File: src/rtl/s27_lockstep_pkg.sv
// s27_lockstep shared types and constants.
// FSM state encoding, per-channel stimulus width, delay limit.
package s27_lockstep_pkg;

  typedef enum logic [1:0] {
    IDLE  = 2'd0,
    WARM  = 2'd1,
    RUN   = 2'd2,
    FAULT = 2'd3
  } state_t;

  localparam int G_W     = 4;
  localparam int DLY_MAX = 7;
  localparam int WARM_W  = 3;

endpackage

File: src/rtl/s27_core.sv
// One s27 benchmark core: three state flops, G17 output.
// Ports: CK, RN (async low), en (state load), g[3:0], g17.
module s27_core
  import s27_lockstep_pkg::*;
(
  input  logic           CK,
  input  logic           RN,
  input  logic           en,
  input  logic [G_W-1:0] g,
  output logic           g17
);

  logic g5, g6, g7;
  logic g8, g9, g10, g11, g12;
  logic g13, g14, g15, g16;

  always_comb begin
    g14 = ~g[0];
    g8  = g14 & g6;
    g12 = ~(g[1] | g7);
    g15 = g12 | g8;
    g16 = g[3] | g8;
    g9  = ~(g15 & g16);
    g11 = ~(g5 | g9);
    g10 = ~(g14 | g11);
    g13 = ~(g[2] | g12);
    g17 = ~g11;
  end

  always_ff @(posedge CK or negedge RN) begin
    if (!RN) begin
      g5 <= 1'b0;
      g6 <= 1'b0;
      g7 <= 1'b0;
    end else if (en) begin
      g5 <= g10;
      g6 <= g11;
      g7 <= g13;
    end
  end

endmodule

File: src/rtl/s27_lockstep.sv
// N_CH send/recv s27 pairs with delayed recv stimulus and a lockstep
// checker: ports CK, RN, en, g_in, inj, clr -> g17s, mismatch, err_cnt, fault, state.
module s27_lockstep
  import s27_lockstep_pkg::*;
#(
  parameter int N_CH  = 4,
  parameter int DLY   = 2,
  parameter int CNT_W = 8
) (
  input  logic                  CK,
  input  logic                  RN,
  input  logic                  en,
  input  logic [G_W*N_CH-1:0]   g_in,
  input  logic [N_CH-1:0]       inj,
  input  logic                  clr,
  output logic [N_CH-1:0]       send_g17,
  output logic [N_CH-1:0]       recv_g17,
  output logic [N_CH-1:0]       mismatch,
  output logic [CNT_W-1:0]      err_cnt,
  output logic                  fault,
  output logic [1:0]            state
);

  localparam logic [CNT_W-1:0]  CNT_MAX   = '1;
  localparam logic [WARM_W-1:0] WARM_INIT = WARM_W'(DLY);
  localparam logic [WARM_W-1:0] WARM_ONE  = WARM_W'(1);

  logic [G_W*N_CH-1:0] recv_g;
  logic [N_CH-1:0]     send_dly;
  logic [N_CH-1:0]     cmp;
  logic                qual;
  logic                hit;
  state_t              st, st_n;
  logic [WARM_W-1:0]   warm, warm_n;

  for (genvar c = 0; c < N_CH; c++) begin : g_ch
    s27_core u_send (
      .CK  (CK),
      .RN  (RN),
      .en  (en),
      .g   (g_in[G_W*c +: G_W]),
      .g17 (send_g17[c])
    );
    s27_core u_recv (
      .CK  (CK),
      .RN  (RN),
      .en  (en),
      .g   (recv_g[G_W*c +: G_W]),
      .g17 (recv_g17[c])
    );
  end

  // Recv stimulus and send G17 share one shift discipline so the
  // two sides stay aligned across en stalls.
  if (DLY == 0) begin : g_nodly
    assign recv_g   = g_in;
    assign send_dly = send_g17;
  end else begin : g_dly
    logic [G_W*N_CH-1:0] g_pipe [DLY];
    logic [N_CH-1:0]     s_pipe [DLY];

    always_ff @(posedge CK or negedge RN) begin
      if (!RN) begin
        for (int i = 0; i < DLY; i++) begin
          g_pipe[i] <= '0;
          s_pipe[i] <= '0;
        end
      end else if (en) begin
        g_pipe[0] <= g_in;
        s_pipe[0] <= send_g17;
        for (int i = 1; i < DLY; i++) begin
          g_pipe[i] <= g_pipe[i-1];
          s_pipe[i] <= s_pipe[i-1];
        end
      end
    end

    assign recv_g   = g_pipe[DLY-1];
    assign send_dly = s_pipe[DLY-1];
  end

  assign cmp  = send_dly ^ (recv_g17 ^ inj);
  assign qual = en & ((st == RUN) | (st == FAULT));
  assign hit  = qual & (|cmp);

  always_ff @(posedge CK or negedge RN) begin
    if (!RN) begin
      mismatch <= '0;
      err_cnt  <= '0;
    end else if (clr) begin
      mismatch <= '0;
      err_cnt  <= '0;
    end else begin
      mismatch <= qual ? cmp : '0;
      if (hit && err_cnt != CNT_MAX)
        err_cnt <= err_cnt + CNT_W'(1);
    end
  end

  always_comb begin
    st_n   = st;
    warm_n = warm;
    unique case (st)
      IDLE: begin
        if (en) begin
          if (DLY == 0) begin
            st_n = RUN;
          end else begin
            st_n   = WARM;
            warm_n = WARM_INIT;
          end
        end
      end
      WARM: begin
        if (!en) begin
          st_n = IDLE;
        end else begin
          warm_n = warm - WARM_ONE;
          if (warm <= WARM_ONE)
            st_n = RUN;
        end
      end
      RUN: begin
        if (!en)
          st_n = IDLE;
        else if (hit && !clr)
          st_n = FAULT;
      end
      FAULT: begin
        if (clr)
          st_n = en ? RUN : IDLE;
      end
    endcase
  end

  always_ff @(posedge CK or negedge RN) begin
    if (!RN) begin
      st   <= IDLE;
      warm <= '0;
    end else begin
      st   <= st_n;
      warm <= warm_n;
    end
  end

  assign fault = (st == FAULT);
  assign state = st;

endmodule

File: config.mk
export PLATFORM = sky130hd
export DESIGN_NAME = s27_lockstep
export DESIGN_NICKNAME = d
export VERILOG_FILES = /design/src/rtl/s27_lockstep_pkg.sv /design/src/rtl/s27_core.sv /design/src/rtl/s27_lockstep.sv
export SDC_FILE = /design/constraint.sdc
export NUM_CORES = 1
export LEC_CHECK = 0
export ABC_AREA = 1
export CORE_MARGIN = 2
export CORE_UTILIZATION = 52
export CTS_CLUSTER_SIZE = 40
export DETAILED_ROUTE_END_ITERATION = 8
export PLACE_DENSITY = 0.75
export SKIP_CTS_REPAIR_TIMING = 1
export SLEW_MARGIN = 15
export SYNTH_ARGS = -nofsm -noshare
export SYNTH_HDL_FRONTEND = slang
export SYNTH_SLANG_ARGS = --single-unit
export TNS_END_PERCENT = 50
File: constraint.sdc
create_clock -name CK -period 4.4 [get_ports CK]
set_input_delay 0.66 -clock CK [delete_from_list [all_inputs] [get_ports CK]]
set_output_delay 0.66 -clock CK [all_outputs]
set_load 0.01 [all_outputs]
Word level (Yosys, flattened, before mapping):

Index checks and enable logic that the tools add are counted.

* flip-flop bits (word level): 81
* bits in latches: 0
* memory bits (writable): 0
* ROM bits: 0
* input bits: 24
* output and inout port bits: 23
* logic and storage cells: 185
* memories: 0

* add/sub/neg operators: 2
* multipliers: 0
* divide/modulo/power cells: 0
* $lt $le $gt $ge: 1
* eq/ne operators: 9
* shifts and indexed selects: 0
* mux-type cells: 15
* bitwise operators: 117
* reduce and logical (&&, ||, !) cells: 9

Operator list (number)
* $or A1 B1 Y1: 49
* $not A1 Y1: 48
* $and A1 B1 Y1: 18
* $mux W8: 2
* $mux W2: 7
* $add A8 B1 Y8 const B: 1
* $mux W4: 2
* $ne A8 B8 Y1 const B: 1
* $pmux W2 S4: 1
* $xor A4 B4 Y4: 2
* $mux W3: 2
* $ne A2 B2 Y1 const B: 3
* $pmux W3 S2: 1
* $eq A2 B2 Y1 const B: 2
* $reduce_and A4 Y1: 1
* $reduce_bool A2 Y1: 2
* $reduce_or A4 Y1: 1
* $le A3 B1 Y1 const B: 1
* $ne A3 B2 Y1 const B: 1
* $ne A3 B3 Y1 const B: 1
* $reduce_and A3 Y1: 1
* $sub A3 B1 Y3 const B: 1
* $eq A2 B1 Y1 const B: 1
* $logic_and A1 B1 Y1: 2
* other kinds (2): 2

Logic depth before layout (Yosys ltp):

* word-level depth: 14
* mapped depth: 12
* depth with buffers taken out: 12

Modules after synthesis:

Synthesis repeated with hierarchy kept, for this count alone.

* cells, all modules: 457
* area total of the unflattened synthesis: 3836.2 sq um

By module, submodules not included
* s27_lockstep: times used 1, cells each 305, area an instance 2575.0 sq um, seq. area each 1426.4 sq um
* s27_core: times used 8, cells each 19, area an instance 157.7 sq um, seq. area each 75.1 sq um

Least setup slack after synthesis:

No wires, ideal clock.

* path type: in2out
* start: input port g_in[4]
* end: output port send_g17[1]
* arrival time: 1.325 ns
* data required time: 3.740 ns
* slack: 2.415 ns
* stages on the path: 4
* path buffers: 1
* path through: or2_2 -> a21oi_1 -> inv_1 -> buf_4

* longest elaborated chain between the ends: 6
* elaborated cells on any way between the ends: 7
* those cells by class: bitwise (7)

Ends and longest elaborated chain
* from (decl): line s27_lockstep.sv:13 `input logic [G_W*N_CH-1:0] g_in,`
* $not A1 Y1 *: line s27_core.sv:18 `g14 = ~g[0];`
* $and A1 B1 Y1 *: line s27_core.sv:19 `g8 = g14 & g6;`
* $or A1 B1 Y1 (on tied branches): line s27_core.sv:21, s27_core.sv:22
* $and A1 B1 Y1 *: line s27_core.sv:23 `g9 = ~(g15 & g16);`
* $not A1 Y1 *: line s27_core.sv:23
* $or A1 B1 Y1 *: line s27_core.sv:24 `g11 = ~(g5 | g9);`
* to (decl): line s27_lockstep.sv:16 `output logic [N_CH-1:0] send_g17,`

Every way passes the cells marked *; elsewhere a longest branch is shown, timed or not.

Final worst setup path:

Ends and elaborated chain as after synthesis.

==> reports/qor.yml <==
fmax_mhz: 349
post-place-ws_ns: 1.53
antenna_found_initial: 0
routed_wl_um: 6570
cts_max_level: 3
tritoncts: "done"
drive_above_1_share_pct: 8.92
io_buffers: 46
core_um2: 6790
cts.sinks: 81
syn_avg_cell_area_um2: 8.48
ys_seq_elements: 81
cts_max_path_buffers: 2
path_class: "input port to primary output"
finalCritPeriodShare_pct: 65.2
cp.required_ns: 3.74
period_needed_ns: 2.87
setup_viol: 0
synthToLayoutAreaGrowth_pct: 17.9
drtAntennaViolNets: 0
fillers: 604
viasPerCell: 4.85
startpoint_type: "input port"
layout_setup_ws_ns: 1.53
grt_usage_pct: 19.4
seq_area_frac_synth_pct: 55.4
hold_path.class: "flop to flop"
die_x_um: 87.9
crit_path_max_fanout: 4
status: "complete, no violations"
grt_pass1_vias: 2766
drc: 0
met2_usage_pct: 33.7
synth_edf_count: 0
dr.pass1.iters: 4
rsz0062_at_grt: "false"
die_area_um2: 7720
synthCells: 431
met3_usage_pct: 3.96
fin_setup_tns_ns: 0
yosys_warnings: 0
hold_viol_final: 0
dominantRegCellSynth: "dfrtp_1"
cts_root_buffer: "clkbuf_8"
numCtsBuffers: 9
clk_pin_slew_ns: 0.08
num_rows: 30
worstSkewPairLatency_ns: 0.35
clock_skew_ns: 0.00789
ioPinCount: 47
post-dp-hpwl_um: 4580
synth_area_um2: 3660
async_flop_share_pct: 100
relSlewSlack_pct: 33.9
diodes: 0
cp-end-kind: "primary output"
dp.cells: 551
die_h_um: 87.9
p_leak_nw: 2.18
overflow: 0
worstMarginPinSlew_ns: 0.992
powerDensity_nw_per_um2: 441
place.gp.congestion: 0.809
drv_cap: 0
wl_per_cell_um: 11.6
fin_cells: 567
grt_max_degree: 82
drt_iter0_drc: 151
cp.arrival_ns: 2.21
syn_nets: 458
finalNetCount: 493
dr_total_vias: 2749
grt_pass1_wl_um: 11600
yosysUniqueCellTypes: 30
ir_worst_vdd_uv: 227
grt.met1_usage_pct: 23.3
power_mw: 1.90
slew_violations: 0
busiest_layer: "met2"
initial_core_util_pct: 53.8
[final timing paths]
check	endpoint	cells past startpoint	start	slack (ns)
setup / recovery	send_g17[1]	5	g_in[4]	1.53
hold / removal	g_ch[0].u_recv.g7$_DFFE_PN0P_	1	recv_g[2]$_DFFE_PN0P_	0.45
setup reg to reg	err_cnt[1]$_DFFE_PN0P_	7	err_cnt[0]$_DFFE_PN0P_	2.71
hold reg to reg	g_ch[0].u_recv.g7$_DFFE_PN0P_	1	recv_g[2]$_DFFE_PN0P_	0.45
max in group asynchronous	g_dly.g_pipe[23]$_DFFE_PN0P_	1	RN	3.29
min in group asynchronous	g_dly.g_pipe[20]$_DFFE_PN0P_	1	RN	0.47
[cell usage in the layout (no fill, tap or decap)]
| cell | count |
|---|---|
| a21oi_1 | 8 |
| nor2_1 | 27 |
| nand4_1 | 1 |
| clkdlybuf4s50_1 | 44 |
| o21ai_0 | 23 |
| xor2_1 | 4 |
| buf_4 | 3 |
| o31ai_1 | 4 |
| o21a_1 | 4 |
| nand2_2 | 11 |
| and3_1 | 1 |
| a31oi_1 | 1 |
| a211oi_1 | 1 |
| clkinvlp_4 | 1 |
| dfrtp_1 | 81 |
| clkinv_2 | 4 |
| nand2_1 | 160 |
| clkbuf_8 | 10 |
| nand2_4 | 1 |
| nand3_1 | 18 |
| o22ai_1 | 4 |
| inv_1 | 36 |
| nand3_2 | 2 |
| buf_2 | 1 |
| or2_2 | 4 |
| ha_1 | 3 |
| bufinv_16 | 1 |
| nor2_2 | 3 |
| nor3_1 | 1 |
| o21ai_4 | 1 |
| o21bai_1 | 1 |
| xnor2_1 | 7 |
[routing by layer]
metal  wire length, um  vias to the layer above
met5                 0                        -
met4                86                        0
met3               171                        8
met2              3220                       34
li1                  -                     1408
met1              3090                     1299
[state kept, by name, summed over array words and instances (netlist names)]
signal          flops
g_dly.g_pipe       16
recv_g             16
err_cnt             8
g_ch.u_recv.g5      4
g_ch.u_recv.g6      4
g_ch.u_recv.g7      4
g_ch.u_send.g5      4
g_ch.u_send.g6      4
g_ch.u_send.g7      4
g_dly.s_pipe        4
mismatch            4
send_dly            4
warm                3
state               2
[area by class of cell]
type | instances | area, um^2 | share of cell area, %
clock buffers | 10 | 138 | 3.19
clock inverters | 6 | 57.6 | 1.34
inverters | 36 | 135 | 3.13
multi-input cells | 290 | 1370 | 31.7
flip-flops and latches | 81 | 2030 | 47.0
well taps | 96 | 120 | 2.79
repair buffers | 48 | 468 | 10.9
[synth_stat cells (all sizes together), types with 3 or more instances]
| library cell | count | share of area [%] |
|---|---|---|
| inv | 36 | 3.7 |
| xnor2 | 7 | 1.7 |
| a21oi | 8 | 1.1 |
| o31ai | 4 | 0.82 |
| nand3 | 20 | 3.0 |
| or2 | 4 | 0.68 |
| dfrtp | 81 | 55 |
| ha | 3 | 1.0 |
| o21ai | 24 | 3.6 |
| clkbuf | 9 | 1.0 |
| o21a | 4 | 0.82 |
| xor2 | 4 | 0.96 |
| nor2 | 30 | 3.3 |
| nand2 | 172 | 19 |
| o22ai | 4 | 0.68 |
| buf | 15 | 2.5 |
[critical path: stages]
cell,delay [ns]
clkdlybuf4s50_1,0.41
or2_2,0.29
a21oi_1,0.26
inv_1,0.09
clkdlybuf4s50_1,0.50
[power breakdown]
| group | internal [mW] | switching (mW) |
|---|---|---|
| logic | 0.196 | 0.247 |
| registers | 0.848 | 0.0748 |
| clock network | 0.274 | 0.260 |
| total | 1.32 | 0.582 |
[per-stage QoR]
| stage | cell area, um^2 | utilization [%] | hold WS [ns] |
|---|---|---|---|
| 2_1_floorplan | 3660 | - | 0.364 |
| 3_3_place_gp | 4120 | 60.6 | 0.445 |
| 3_5_place_dp | 4120 | 60.6 | 0.452 |
| 4_1_cts | 4310 | 63.4 | 0.460 |
| 5_1_grt | 4310 | 63.4 | 0.491 |
| 6_report | 4310 | 63.4 | 0.448 |
[logic make-up after synthesis]
group / count (synthesis) / synth area share, %
adder cells (fa/ha/maj): 3 / 1.03
flip-flops: 81 / 55.4
buffers and inverters: 60 / 7.22
AO/OA/AOI/OAI: 47 / 7.60
XOR/XNOR: 11 / 2.64
AND/OR/NAND/NOR: 229 / 26.1
(Power assumes the default switching activity.)
